File: src/rtl/pic_frame_ctrl.sv
//------------------------------------------------------------------------------
// pic_frame_ctrl
//   Frame-level controller behind the serial byte decoder. Hunts for a sync
//   byte, collects a fixed-length frame with an inter-byte timeout, verifies
//   an 8-bit additive checksum and publishes good frames via a ping-pong
//   buffer that the host reads and acknowledges.
//   Optional statistics counters: define PIC_FRAME_STATS_EN.
//   Rev 1.0 - initial release
//------------------------------------------------------------------------------
`default_nettype none

module pic_frame_ctrl #(
  parameter int unsigned FRAME_LEN   = 8,
  parameter logic [7:0]  SYNC_BYTE   = 8'hA5,
  parameter logic [15:0] TIMEOUT_CYC = 16'd40000
) (
  input  logic        clock_system,
  input  logic        Rst,
  input  logic        ctrl_en,
  input  logic [7:0]  recv_data_m2,
  input  logic        recv_data_m2_finish,
  output logic        frame_valid,
  input  logic [3:0]  frame_rd_addr,
  output logic [7:0]  frame_rd_data,
  input  logic        frame_ack,
  output logic        busy,
  output logic        err_sync,
  output logic        err_timeout,
  output logic        err_csum,
  output logic        err_overrun,
  output logic [15:0] frame_good_cnt,
  output logic [15:0] frame_err_cnt
);

  localparam int unsigned IW       = $clog2(FRAME_LEN);
  localparam logic [3:0]  LAST_IDX = 4'(FRAME_LEN - 1);
  localparam logic [15:0] TMO_LAST = TIMEOUT_CYC - 16'd1;

  typedef enum logic [3:0] {
    ST_IDLE    = 4'b0001,
    ST_HUNT    = 4'b0010,
    ST_COLLECT = 4'b0100,
    ST_CHECK   = 4'b1000
  } state_t;

  state_t                          state_q;
  logic [1:0][FRAME_LEN-1:0][7:0]  bank_q;
  logic                            bank_sel_q;   // bank currently published
  logic [3:0]                      idx_q;
  logic [15:0]                     timeout_q;
  logic [7:0]                      csum_q;
  logic [7:0]                      rx_csum_q;
  logic                            frame_valid_q;
  logic                            busy_q;
  logic                            err_sync_q;
  logic                            err_timeout_q;
  logic                            err_csum_q;
  logic                            err_overrun_q;

  logic w_work;
  logic w_csum_ok;
  logic w_valid_eff;
  logic w_publish;

  // The work bank is always the one not shown to the host.
  assign w_work      = ~bank_sel_q;
  assign w_csum_ok   = (csum_q == rx_csum_q);
  // An ack arriving together with the check frees the buffer for this frame.
  assign w_valid_eff = frame_valid_q & ~frame_ack;
  assign w_publish   = (state_q == ST_CHECK) & ctrl_en & w_csum_ok & ~w_valid_eff;

  // Frame state machine, ping-pong buffer and registered error pulses.
  always_ff @(posedge clock_system or negedge Rst) begin
    if (!Rst) begin
      state_q       <= ST_IDLE;
      bank_q        <= '0;
      bank_sel_q    <= 1'b0;
      idx_q         <= 4'd0;
      timeout_q     <= 16'd0;
      csum_q        <= 8'h00;
      rx_csum_q     <= 8'h00;
      frame_valid_q <= 1'b0;
      busy_q        <= 1'b0;
      err_sync_q    <= 1'b0;
      err_timeout_q <= 1'b0;
      err_csum_q    <= 1'b0;
      err_overrun_q <= 1'b0;
    end else begin
      err_sync_q    <= 1'b0;
      err_timeout_q <= 1'b0;
      err_csum_q    <= 1'b0;
      err_overrun_q <= 1'b0;

      // Ack releases the frame; a publish later in this block overrides it.
      if (frame_ack) begin
        frame_valid_q <= 1'b0;
      end

      if (!ctrl_en) begin
        state_q <= ST_IDLE;
        busy_q  <= 1'b0;
      end else begin
        case (state_q)
          ST_IDLE: begin
            state_q <= ST_HUNT;
            busy_q  <= 1'b0;
          end

          ST_HUNT: begin
            if (recv_data_m2_finish) begin
              if (recv_data_m2 == SYNC_BYTE) begin
                bank_q[w_work][0] <= recv_data_m2;
                csum_q            <= recv_data_m2;
                idx_q             <= 4'd1;
                timeout_q         <= 16'd0;
                state_q           <= ST_COLLECT;
                busy_q            <= 1'b1;
              end else begin
                err_sync_q <= 1'b1;
              end
            end
          end

          ST_COLLECT: begin
            if (recv_data_m2_finish) begin
              bank_q[w_work][idx_q[IW-1:0]] <= recv_data_m2;
              timeout_q                     <= 16'd0;
              if (idx_q == LAST_IDX) begin
                rx_csum_q <= recv_data_m2;
                state_q   <= ST_CHECK;
              end else begin
                csum_q <= csum_q + recv_data_m2;
                idx_q  <= idx_q + 4'd1;
              end
            end else if (timeout_q == TMO_LAST) begin
              err_timeout_q <= 1'b1;
              state_q       <= ST_HUNT;
              busy_q        <= 1'b0;
            end else begin
              timeout_q <= timeout_q + 16'd1;
            end
          end

          ST_CHECK: begin
            state_q <= ST_HUNT;
            busy_q  <= 1'b0;
            if (w_publish) begin
              bank_sel_q    <= w_work;
              frame_valid_q <= 1'b1;
            end else if (w_csum_ok) begin
              err_overrun_q <= 1'b1;
            end else begin
              err_csum_q <= 1'b1;
            end
          end

          default: begin
            state_q <= ST_IDLE;
            busy_q  <= 1'b0;
          end
        endcase
      end
    end
  end

  // Host read port: published bank, zero outside the frame.
  always_comb begin
    frame_rd_data = 8'h00;
    if (frame_rd_addr <= LAST_IDX) begin
      frame_rd_data = bank_q[bank_sel_q][frame_rd_addr[IW-1:0]];
    end
  end

  assign frame_valid = frame_valid_q;
  assign busy        = busy_q;
  assign err_sync    = err_sync_q;
  assign err_timeout = err_timeout_q;
  assign err_csum    = err_csum_q;
  assign err_overrun = err_overrun_q;

`ifdef PIC_FRAME_STATS_EN
  logic [15:0] good_cnt_q;
  logic [15:0] err_cnt_q;
  logic        w_any_err;

  assign w_any_err = err_sync_q | err_timeout_q | err_csum_q | err_overrun_q;

  // Saturating good-frame and error-event counters.
  always_ff @(posedge clock_system or negedge Rst) begin
    if (!Rst) begin
      good_cnt_q <= 16'h0000;
      err_cnt_q  <= 16'h0000;
    end else begin
      if (w_publish && (good_cnt_q != 16'hFFFF)) begin
        good_cnt_q <= good_cnt_q + 16'd1;
      end
      if (w_any_err && (err_cnt_q != 16'hFFFF)) begin
        err_cnt_q <= err_cnt_q + 16'd1;
      end
    end
  end

  assign frame_good_cnt = good_cnt_q;
  assign frame_err_cnt  = err_cnt_q;
`else
  assign frame_good_cnt = 16'h0000;
  assign frame_err_cnt  = 16'h0000;
`endif

endmodule

`default_nettype wire

File: config.mk
export PLATFORM = sky130hd
export DESIGN_NAME = pic_frame_ctrl
export DESIGN_NICKNAME = d
export VERILOG_FILES = /design/src/rtl/pic_frame_ctrl.sv
export SDC_FILE = /design/constraint.sdc
export NUM_CORES = 1
export LEC_CHECK = 0
export ABC_AREA = 1
export CORE_MARGIN = 3
export CORE_UTILIZATION = 35
export CTS_BUF_LIST = sky130_fd_sc_hd__clkbuf_16
export DETAILED_ROUTE_END_ITERATION = 16
export GPL_TIMING_DRIVEN = 0
export HOLD_SLACK_MARGIN = 0.06
export PLACE_DENSITY_LB_ADDON = 0.25
export SYNTH_ARGS = -nofsm -noshare
export SYNTH_HDL_FRONTEND = slang
export SYNTH_SLANG_ARGS = --single-unit
File: constraint.sdc
create_clock -name clock_system -period 1.85 [get_ports clock_system]
set_input_delay 0.37 -clock clock_system [delete_from_list [all_inputs] [get_ports clock_system]]
set_output_delay 0.37 -clock clock_system [all_outputs]
set_load 0.05 [all_outputs]
==> out/metrics.json <==
{
  "run_status": "finished with violations",
  "failed_checks": "negative setup slack",
  "port-buffer-count": 27,
  "route.detailed.drc": 0,
  "rsz0062_at_grt": "true",
  "setup_viol": 24,
  "number_of_placed_instances_with_taps_included": 1895,
  "clockRootBuffer": "sky130_fd_sc_hd__clkbuf_16",
  "detailedPlacementHpwl_um": 24000,
  "startpoint_type": "register",
  "crit_path_required_time_ns": 1.48,
  "grt_overflow": 0,
  "tritoncts": "built",
  "drt_pre_antenna_iters": 6,
  "mostFrequentLayoutCells": "sky130_fd_sc_hd__nand2_1 (456), sky130_fd_sc_hd__nand3_1 (198), sky130_fd_sc_hd__dfrtp_1 (172)",
  "post_drt_wl_per_cell_um": 17.5,
  "post_drt_via_cell_ratio": 5.08,
  "drv_cap": 0,
  "finalWirelength_um": 34200,
  "hold_start": "recv_data_m2[6]",
  "die_w_um": 176,
  "crit_fanout": 8,
  "timing.setup.tns_ns": -7.48,
  "layout-area-overhead-vs-synth_pct": 27.2,
  "final_core_area_utilization": 0.459,
  "num_antenna_cells": 0,
  "timing.reg2reg.setup_slack_ns": -0.18,
  "track_usage": 0.219,
  "clk_pin_slew_ns": 0.08,
  "placement_rows": 61,
  "cts.sinks": 175,
  "worstPathArrival_ns": 2.22,
  "postSynthCellCount": 1458,
  "clock_tree_buf_depth": 2,
  "layoutNonFillerInstCount": 1959,
  "worstMarginPinSlew_ns": 0.989,
  "hold_path_end": "bank_q[6]",
  "h-tree-depth": 4,
  "hold_viol": 0,
  "worst_hold_path.num_cells": 5,
  "whs_ns": 0.438,
  "synth.yosys.seq_area_share": 0.431,
  "setup_slack_ns": -0.741,
  "mean_instance_size_in_the_synthesized_netlist_sq_um": 6.97,
  "fp.dieArea_sq_mm": 0.0311,
  "syn_area_sq_mm": 0.0102,
  "totalPowerFinal_mw": 9.61,
  "final_area_sq_mm": 0.0129,
  "max_freq_mhz": 386,
  "pin_count_of_the_biggest_net_entering_global_routing": 98,
  "cts_inserted_buffers": 17,
  "replace_congestion": 0.911,
  "route.antenna.remaining_nets": 0,
  "worst_clock_skew_ns": 0.0146,
  "insertion_delay_ns": 0.45,
  "yosysWarnings": 0,
  "core_region_area_sq_mm": 0.0282,
  "maxSlewViolCount": 0,
  "worst_r2r_endpoint": "bank_q[123]",
  "die_h_um": 176,
  "worstSetupStartpoint": "bank_sel_q",
  "power-per-cell-area_mw_per_mm2": 743,
  "dp_slack_ns": -1.66,
  "synth.distinct_cells": 36,
  "synth_register_bits": 175,
  "min_period_over_period": 1.40,
  "floorplan.initialDensity": 0.361,
  "via_count": 9960,
  "boundaryPins": 63,
  "dr.first_iter.drc_count": 1098,
  "timing.hold.worst.class": "input port to register",
  "antenna_found_initial": 0,
  "vdd_ir_drop_max_mv": 0.580,
  "nNetsFinal": 1595,
  "drive_gt1_frac": 0.185,
  "endpoint_kind_of_the_worst_setup_timing_path": "primary output",
  "final_common_cell": "sky130_fd_sc_hd__nand2_1",
  "first_global_vias": 9153,
  "r2r_start": "state_q[1]",
  "finalCriticalPeriod_ns": 2.59,
  "max_slew_margin": 0.341,
  "timing.reg2reg.worst_path_depth": 7,
  "first_pass_grt_wire_length_um": 52600,
  "path_class": "register to primary output",
  "power.static_leakage_nw": 6.33,
  "placed_cell_area_sq_mm": 0.0112
}
final cells by class:
| type | instances | area [sq um] |
|---|---|---|
| multi-input cells | 1141 | 5720 |
| inverters | 74 | 308 |
| well taps | 378 | 473 |
| flip-flops and latches | 175 | 4380 |
| fillers | 2827 | 15200 |
| clock inverters | 15 | 184 |
| clock buffers | 17 | 425 |
| repair buffers | 62 | 634 |
| plain buffers | 97 | 796 |
routing by layer:
metal | global-route usage | share of wire | up-vias | wire length [um]
li1 | - | - | 4868 | -
met1 | 0.302 | 0.45 | 4699 | 15400
met2 | 0.345 | 0.46 | 329 | 15600
met3 | 0.0391 | 0.063 | 64 | 2160
met4 | 0.0779 | 0.033 | 0 | 1130
met5 | 0 | 0 | - | 0
Yosys cell counts:
cell	count	area [sq um]
sky130_fd_sc_hd__a21oi_1	17	85.1
sky130_fd_sc_hd__a31oi_1	3	18.8
sky130_fd_sc_hd__buf_1	16	60.1
sky130_fd_sc_hd__buf_2	12	60.1
sky130_fd_sc_hd__buf_4	41	308
sky130_fd_sc_hd__buf_6	1	11.3
sky130_fd_sc_hd__clkbuf_1	29	109
sky130_fd_sc_hd__clkinv_1	3	11.3
sky130_fd_sc_hd__conb_1	1	3.75
sky130_fd_sc_hd__dfrtp_1	174	4350
sky130_fd_sc_hd__dfstp_2	1	26.3
sky130_fd_sc_hd__fa_1	1	20.0
sky130_fd_sc_hd__ha_1	9	113
sky130_fd_sc_hd__inv_1	69	259
sky130_fd_sc_hd__inv_2	2	7.51
sky130_fd_sc_hd__nand2_1	498	1870
sky130_fd_sc_hd__nand2_2	12	75.1
sky130_fd_sc_hd__nand2_4	1	11.3
sky130_fd_sc_hd__nand3_1	224	1120
sky130_fd_sc_hd__nand3_2	2	20.0
sky130_fd_sc_hd__nand3_4	1	17.5
sky130_fd_sc_hd__nand3b_1	2	15.0
sky130_fd_sc_hd__nand4_1	8	50.1
sky130_fd_sc_hd__nor2_1	173	649
sky130_fd_sc_hd__nor2_2	14	87.6
sky130_fd_sc_hd__nor3_1	55	275
sky130_fd_sc_hd__nor3_2	2	20.0
sky130_fd_sc_hd__nor3b_1	2	15.0
sky130_fd_sc_hd__nor4_2	1	12.5
sky130_fd_sc_hd__o211ai_1	5	37.5
sky130_fd_sc_hd__o21a_1	1	7.51
sky130_fd_sc_hd__o21ai_0	67	335
sky130_fd_sc_hd__o21bai_1	2	15.0
sky130_fd_sc_hd__or2_2	1	6.26
sky130_fd_sc_hd__xnor2_1	4	35.0
sky130_fd_sc_hd__xor2_1	4	35.0
how the worst max path moves through the flow:
stage | end | slack [ns] | cells past startpoint
floorplan | frame_rd_data[6] | 0.001 | 8
global placement | bank_q[89] | -7.19 | 1
detailed placement | frame_rd_data[5] | -1.66 | 9
CTS | frame_rd_data[6] | -0.66 | 8
global route | frame_rd_data[3] | -0.75 | 8
finish | frame_rd_data[3] | -0.74 | 8
what timing repair did:
action / 4_1_cts / 5_1_grt
endpoints found under the setup margin: 172 / 167
pin swaps: 14 / 35
endpoints found under the hold margin: 95 / 0
gates cloned: 0 / 3
buffers inserted: 17 / 13
hold buffers: 1 / 0
gates resized for setup: 178 / 160
state kept, by name (all words and copies together), names as in the netlist, 4 cells and up:
register,flops
bank_q,128
csum_q,8
idx_q,4
rx_csum_q,8
state_q,4
timeout_q,16
where the power goes:
group | internal, mW | switching [mW] | leakage, nW
registers | 3.97 | 0.150 | 2.42
logic | 0.526 | 1.12 | 3.62
clock network | 2.14 | 1.69 | 0.291
total | 6.64 | 2.96 | 6.33
critical path, stage by stage (launching register included):
cell and delay [ns]:
sky130_fd_sc_hd__dfrtp_2 0.49, sky130_fd_sc_hd__buf_12 0.18, sky130_fd_sc_hd__buf_8 0.14, sky130_fd_sc_hd__nand2_4 0.06
sky130_fd_sc_hd__nand2_2 0.04, sky130_fd_sc_hd__o211ai_1 0.33, sky130_fd_sc_hd__nand3_2 0.15, sky130_fd_sc_hd__a21oi_4 0.19
sky130_fd_sc_hd__buf_6 0.18
logic make-up after synthesis:
| group | synth area share |
|---|---|
| AO/OA/AOI/OAI | 0.0492 |
| XOR/XNOR | 0.00690 |
| adder cells (fa/ha/maj) | 0.0131 |
| buffers and inverters | 0.0813 |
| flip-flops | 0.431 |
| other | 0.000369 |
| AND/OR/NAND/NOR | 0.418 |
No activity file was read; power rests on OpenSTA's default activity.
